$ cat src/rtl/manchester_transmitter_if.sv
// Byte feed into the Manchester transmitter: upstream offers a byte with
// data_valid and the transmitter accepts it into its holding register when
// data_ready is high on the same clock edge.
interface manchester_transmitter_if;
   logic [7:0] data_in;
   logic       data_valid;
   logic       data_ready;

   modport master (
      output data_in,
      output data_valid,
      input  data_ready
   );

   modport slave (
      input  data_in,
      input  data_valid,
      output data_ready
   );
endinterface

$ cat src/rtl/manchester_transmitter.sv
// Manchester transmitter: frames a byte stream as preamble + 1..MAX_BYTES data
// bytes (MSB first) followed by a forced-low gap. A '1' is sent low-then-high,
// a '0' high-then-low, so the 0xAA preamble produces its first rising edge at
// mid-bit of its first bit, which is what the receiver uses to start a frame.
module manchester_transmitter #(
   parameter int         HALF_BIT_CYCLES = 4,
   parameter logic [7:0] PREAMBLE        = 8'hAA,
   parameter int         MAX_BYTES       = 16,
   parameter int         GAP_BITS        = 4
) (
   input  logic                           clock,
   input  logic                           reset,
   manchester_transmitter_if.slave        feed,
   output logic                           manchester_out,
   output logic                           frame_active,
   output logic [4:0]                     bytes_sent
);

   localparam int GAP_CYCLES = GAP_BITS * 2 * HALF_BIT_CYCLES;
   localparam int HW = (HALF_BIT_CYCLES > 1) ? $clog2(HALF_BIT_CYCLES) : 1;
   localparam int GW = (GAP_CYCLES > 1) ? $clog2(GAP_CYCLES) : 1;
   localparam logic [HW-1:0] HALF_LAST = HW'(HALF_BIT_CYCLES - 1);
   localparam logic [GW-1:0] GAP_LAST  = GW'(GAP_CYCLES - 1);
   localparam logic [4:0]    MAX_COUNT = 5'(MAX_BYTES);

   typedef enum logic [1:0] {
      S_IDLE,
      S_PREAMBLE,
      S_DATA,
      S_GAP
   } state_t;

   state_t          state;
   logic [7:0]      holding;
   logic            holding_full;
   logic [7:0]      shift;
   logic [HW-1:0]   half_cnt;
   logic            half_sel;
   logic [2:0]      bit_idx;
   logic [GW-1:0]   gap_cnt;

   logic            transfer;
   logic            bit_end;
   logic [4:0]      next_count;

   // The holding register accepts a byte only while empty and never in reset,
   // so an upstream transfer can never collide with the FSM emptying it.
   assign feed.data_ready = !holding_full && !reset;
   assign transfer        = feed.data_valid && feed.data_ready;
   assign bit_end         = (half_cnt == HALF_LAST) && half_sel;
   assign next_count      = (bytes_sent == MAX_COUNT) ? bytes_sent : bytes_sent + 5'd1;

   // Frame sequencer: holding register, bit/half-bit timing, gap timer and the
   // registered line outputs all advance together on each clock edge.
   always_ff @(posedge clock) begin
      if (reset) begin
         state          <= S_IDLE;
         holding        <= '0;
         holding_full   <= 1'b0;
         shift          <= '0;
         half_cnt       <= '0;
         half_sel       <= 1'b0;
         bit_idx        <= '0;
         gap_cnt        <= '0;
         bytes_sent     <= '0;
         manchester_out <= 1'b0;
         frame_active   <= 1'b0;
      end else begin
         if (transfer) begin
            holding      <= feed.data_in;
            holding_full <= 1'b1;
         end

         case (state)
            S_IDLE: begin
               manchester_out <= 1'b0;
               frame_active   <= 1'b0;
               if (holding_full) begin
                  shift      <= PREAMBLE;
                  bytes_sent <= '0;
                  half_cnt   <= '0;
                  half_sel   <= 1'b0;
                  bit_idx    <= 3'd7;
                  state      <= S_PREAMBLE;
               end
            end

            S_PREAMBLE, S_DATA: begin
               manchester_out <= shift[7] ~^ half_sel;
               frame_active   <= 1'b1;
               if (half_cnt == HALF_LAST) begin
                  half_cnt <= '0;
                  half_sel <= ~half_sel;
               end else begin
                  half_cnt <= half_cnt + 1'b1;
               end
               if (bit_end) begin
                  if (bit_idx == 3'd0) begin
                     bit_idx <= 3'd7;
                     if (state == S_DATA) begin
                        bytes_sent <= next_count;
                     end
                     if (holding_full && (state == S_PREAMBLE || next_count < MAX_COUNT)) begin
                        shift        <= holding;
                        holding_full <= 1'b0;
                        state        <= S_DATA;
                     end else begin
                        gap_cnt <= '0;
                        state   <= S_GAP;
                     end
                  end else begin
                     bit_idx <= bit_idx - 3'd1;
                     shift   <= {shift[6:0], 1'b0};
                  end
               end
            end

            S_GAP: begin
               manchester_out <= 1'b0;
               frame_active   <= 1'b0;
               if (gap_cnt == GAP_LAST) begin
                  gap_cnt <= '0;
                  if (holding_full) begin
                     shift      <= PREAMBLE;
                     bytes_sent <= '0;
                     half_cnt   <= '0;
                     half_sel   <= 1'b0;
                     bit_idx    <= 3'd7;
                     state      <= S_PREAMBLE;
                  end else begin
                     state <= S_IDLE;
                  end
               end else begin
                  gap_cnt <= gap_cnt + 1'b1;
               end
            end

            default: begin
               manchester_out <= 1'b0;
               frame_active   <= 1'b0;
               state          <= S_IDLE;
            end
         endcase
      end
   end

endmodule

$ cat src/flat_wrapper.sv
// flat-port wrapper written by rule: the top's interface ports become plain ports
module manchester_transmitter_flat 
#(
   parameter int         HALF_BIT_CYCLES = 4,
   parameter logic [7:0] PREAMBLE        = 8'hAA,
   parameter int         MAX_BYTES       = 16,
   parameter int         GAP_BITS        = 4
)
  (clock, reset, manchester_out, frame_active, bytes_sent, feed_data_in, feed_data_valid, feed_data_ready);
  manchester_transmitter_if feed_i ();
  input  logic clock;
  input  logic reset;
  output logic manchester_out;
  output logic frame_active;
  output logic [4:0] bytes_sent;
  input wire logic [$bits(feed_i.data_in)-1:0] feed_data_in;
  input wire logic [$bits(feed_i.data_valid)-1:0] feed_data_valid;
  output wire logic [$bits(feed_i.data_ready)-1:0] feed_data_ready;
  assign feed_i.data_in = feed_data_in;
  assign feed_i.data_valid = feed_data_valid;
  assign feed_data_ready = feed_i.data_ready;
  manchester_transmitter #(.HALF_BIT_CYCLES(HALF_BIT_CYCLES), .PREAMBLE(PREAMBLE), .MAX_BYTES(MAX_BYTES), .GAP_BITS(GAP_BITS)) u_core (.clock(clock), .reset(reset), .feed(feed_i), .manchester_out(manchester_out), .frame_active(frame_active), .bytes_sent(bytes_sent));
endmodule
$ cat config.mk
export PLATFORM = sky130hd
export DESIGN_NAME = manchester_transmitter_flat
export DESIGN_NICKNAME = d
export VERILOG_FILES = /design/src/rtl/manchester_transmitter_if.sv /design/src/rtl/manchester_transmitter.sv /design/src/flat_wrapper.sv
export SDC_FILE = /design/constraint.sdc
export NUM_CORES = 1
export LEC_CHECK = 0
export ABC_AREA = 1
export CORE_MARGIN = 3
export CORE_UTILIZATION = 50
export CTS_CLUSTER_SIZE = 8
export DETAILED_ROUTE_END_ITERATION = 16
export PLACE_DENSITY = 0.79
export SKIP_CTS_REPAIR_TIMING = 1
export SYNTH_ARGS = -nofsm -noshare
export SYNTH_HDL_FRONTEND = slang
export SYNTH_SLANG_ARGS = --single-unit
$ cat constraint.sdc
create_clock -name clock -period 3.5 [get_ports clock]
set_input_delay 0.525 -clock clock [delete_from_list [all_inputs] [get_ports clock]]
set_output_delay 0.525 -clock clock [all_outputs]
set_load 0.02 [all_outputs]
* After elaboration in Yosys (flattened, before gate mapping) *
Index checks and enable logic that the tools add are counted.

operators by class
  reduce and logical (&&, ||, !) cells = 18
  bitwise logic cells = 2
  magnitude comparators = 1
  shift operators = 0
  eq/ne operators = 14
  multiply operators = 0
  divide/modulo/power cells = 0
  muxes and demuxes = 45
  add/subtract/negate cells = 4

operators with widths
  operator               count
  $mux W5                10
  $mux W8                5
  $pmux W8 S3            1
  $pmux W5 S3            1
  $mux W2                7
  $mux W3                4
  $ne A2 B1 Y1 const B   6
  $pmux W2 S3            2
  $reduce_and A4 Y1      3
  $add A5 B1 Y5 const B  2
  $eq A5 B5 Y1 const B   2
  $mux W1                10
  $pmux W5 S2            1
  $pmux W3 S3            1
  $eq A2 B2 Y1 const B   3
  $lt A5 B5 Y1 const B   1
  $logic_and A1 B1 Y1    4
  $pmux W1 S2            2
  $reduce_and A2 Y1      2
  $reduce_or A2 Y1       2
  $logic_not A3 Y1       1
  $ne A3 B3 Y1 const B   1
  $pmux W1 S3            1
  $reduce_and A3 Y1      1
  other kinds (10)       11

storage, ports and cells
  memories = 0
  logic and storage cells = 95
  bits in latches = 0
  output and inout bits = 8
  register bits after elaboration = 37
  memory bits (read-only) = 0
  memory bits (writable) = 0
  input port bits = 11

* Depth between registers and ports, before layout *
  depth in word-level cells = 9
  mapped depth = 13
  mapped depth without buffers = 13

* Worst setup path after synthesis *
Ideal clock, no wire load.

  path type = register to register
  from = register u_core.gap_cnt[0]
  to = register u_core.bytes_sent[0]
  data required time = 3.382 ns
  path slack = 1.760 ns
  stages on the path, launching flop included = 14
  library setup time = 0.118 ns
  clock period less this slack = 1.740 ns
  arrival time = 1.622 ns
  buffers on the path = 0
  path through = dfxtp_1 -> ha_1 -> nand2_1 -> nor2_1 -> ha_1 -> inv_1 -> nand2_1 -> o21ai_2 -> nor2_4 -> nand3_2 -> inv_2 -> nand2_2 -> o21ai_1 -> a21oi_1

between the ends
  word-level cells in the longest chain between the ends = 3

ends and longest elaborated chain
  what                         RTL line                       source
  start: declaration           manchester_transmitter.sv:40   logic [GW-1:0] gap_cnt;
  start signal: assignment     manchester_transmitter.sv:134  gap_cnt <= gap_cnt + 1'b1;
  $eq A5 B5 Y1                 manchester_transmitter.sv:121  if (gap_cnt == GAP_LAST) begin
  $ne A2 B1 Y1 (no line)       --
  $reduce_and A4 Y1 (no line)  --
  end signal: assignment       manchester_transmitter.sv:101  bytes_sent <= next_count;
  end: declaration             manchester_transmitter.sv:16   output logic [4:0] bytes_sent

No other way between the ends.
A chain may end at the register's enable or synchronous reset.

* Worst setup path in the final report *
  from = input port reset
  to = output port feed_data_ready

between the ends
  word-level cells in the longest chain between the ends = 2

ends and longest elaborated chain
  what                 RTL line                      source
  start: declaration   flat_wrapper.sv:12            input logic reset;
  $logic_not A1 Y1     manchester_transmitter.sv:48  assign feed.data_ready = !holding_full && !reset;
  $logic_and A1 B1 Y1  manchester_transmitter.sv:48
  end: declaration     flat_wrapper.sv:18            output wire logic [$bits(feed_i.data_ready)-1:0] feed_data_ready;

No other way between the ends.

==> qor.yml <==
tightestPinTransition_ns: 0.581
worstPathArrival_ns: 2.05
outcome: "finished, final reports clean"
intPower_uw: 1050
critPathMaxStageDelay_ns: 0.66
grt_pass1_wl_um: 6440
rows: 21
synth_compound_area_share_pct: 11.8
period_minus_slack_ns: 2.58
cts_buffers: 5
finalHoldViolCount: 0
multi_input_area_um2: 998
path_clk_slew_ns: 0.07
cp_common_cell: "clkdlybuf4s50_1"
num-nets-final: 292
antennaDiodeCount: 0
die_w_um: 67.7
ant_nets: 0
dieArea_um2: 4580
drv_cap: 0
r2r_setup_slack_ns: 1.12
setup_ws_ns: 0.924
finalWirelength_um: 3690
end_kind: "output pin"
synth_top_area_cell: "dfxtp_1"
synthTopCellsByArea: "dfxtp_1, nand2_1, nand3_1, ha_1, a21oi_1"
design_area_um2: 2180
grt_usage_pct: 18.5
grt_pass1_vias: 1487
p_per_area_nw_per_um2: 904
ys_seq_elements: 37
ios: 19
cts_buffer_depth: 2
synth_seq_area_share_pct: 38.9
yosysMostFrequentCell: "nand2_1"
synth.cell_area_um2: 1900
seq_power_share_pct: 31.2
drc: 0
cts-htree-levels: 2
power_uw: 1970
num_vias: 1696
clk_latency_ns: 0.29
placed_cells: 310
drt_iter0_drc: 143
worst_ep_required_time_ns: 2.97
synthMuxAreaShare_pct: 0
comb_power_share_pct: 54.4
swShare_pct: 46.9
synth_top_family_by_area: "simple AND/OR/NAND/NOR gates"
synth-xor-area-share_pct: 1.84
placed_area_um2: 2100
place_ws_ns: 0.932
instances_no_fill: 318
async_flop_share_pct: 0
synthAdderAreaFrac_pct: 6.57
syn_area_per_cell_um2: 7.55
cts_tree: "built"
grt_max_degree: 27
cts_root_buf: "clkbuf_8"
synthToLayoutAreaGrowth_pct: 14.5
p_sw_uw: 923
die_y_um: 67.7
synth_simple_gate_area_share_pct: 32.3
power.leakage_uw: 0.000927
clkPwrFrac_pct: 14.4
fin_setup_tns_ns: 0
hpwl_um: 2690
startpoint_type: "input port"
relSlewSlack_pct: 61.2
overflow: 0
drv_slew: 0
synth_edf_count: 0
hold_path.class: "flip-flop to flip-flop"
layout-drive-gt1-share_pct: 11.0
wl_per_cell_um: 11.6
core_region_area_um2: 3490
cp_slowest_cell: "clkdlybuf4s50_1"
netlist_instances: 252
fin_worst_skew_ns: 0.00625
synth_commonest_cells: "nand2_1, dfxtp_1, nand3_1"
synth_fp_nets: 273
path_cells: "clkdlybuf4s50_1 > nor2_1 > clkdlybuf4s50_1"
register_area_um2: 741
synthDistinctLibCells: 33
rsz0062_at_grt: "false"
fmax_mhz: 388
ys.flop_type: "dfxtp_1"
fin_crit_sh_pct: 73.6
max-vdd-ir-drop_mv: 0.412
dr.pass1.iters: 4
numPortBuffers: 18
setup_viol: 0
viasPerCell: 5.33
fillers: 330
timing_worst_setup_path_type: "input port to output pin"
yosysWarningCount: 0
gp_congestion: 0.833
antenna_found_initial: 0
initial_core_util_pct: 54.5
cts_sinks: 37
path_max_fanout: 12
synth_top_area_share_pct: 38.9
## path summary, 6_finish.rpt
kind,cells after the start,from,end
setup / recovery,3,reset,feed_data_ready
hold / removal,1,u_core.bit_idx[0],u_core.bit_idx[0]
setup reg to reg,13,u_core.gap_cnt[0],u_core.bytes_sent[0]
hold reg to reg,1,u_core.bit_idx[0],u_core.bit_idx[0]
## per-layer routing
layer,global-route usage [%],share of wire (%)
met1,23.4,46
met2,29.4,47
met3,4.16,5.3
met4,8.86,1.8
met5,0,0
## placed cells by master, fill, tap and decap left out, drive strengths merged, types with 8 or more instances in the layout
cell           instances
nand2                 58
nor2                  23
o21ai                  9
a21oi                 19
nand3                 36
ha                    10
dfxtp                 37
clkbuf                 8
inv                   28
clkdlybuf4s50         18
## flip-flops by register name (all words and copies together), names as in the netlist
| signal | cells |
|---|---|
| u_core.manchester_out | 1 |
| u_core.shift | 8 |
| u_core.bytes_sent | 5 |
| u_core.bit_idx | 3 |
| u_core.gap_cnt | 5 |
| u_core.holding | 8 |
| u_core.frame_active | 1 |
| u_core.half_sel | 1 |
| u_core.holding_full | 1 |
| u_core.state | 2 |
| u_core.half_cnt | 2 |
## worst max-delay path: cells and delay by family
kind | cells | cell delay (ns)
buf+inv | 2 | 1.29
simple gates | 1 | 0.23
## area by class of cell
cell class,count,share of cell area (%)
timing repair buffer,19,8.62
tap,46,2.64
sequential,37,34.0
multi-input combinational,179,45.8
clock buffer,8,3.68
inverter,29,5.23
## kinds of logic after synthesis
family	after synthesis
AO/OA/AOI/OAI	40
XOR/XNOR	4
adder cells (fa/ha/maj)	10
buffers and inverters	36
flip-flops	37
AND/OR/NAND/NOR	125
## metrics by stage
step	hold WS [ns]	util (%)
floorplan	0.432	-
global placement	0.448	60.0
detailed placement	0.454	60.0
CTS	0.464	62.3
global route	0.495	62.3
finish	0.464	62.3
## power groups by stage
stage	Sequential [uW]	Clock (uW)	Combinational (uW)
4_1_cts	614	291	1080
5_1_grt	627	302	1230
3_5_place_dp	623	0	1070
3_3_place_gp	616	0	1050
6_report	615	284	1070
2_1_floorplan	618	0	900
No activity file was read; power rests on OpenSTA's default activity.
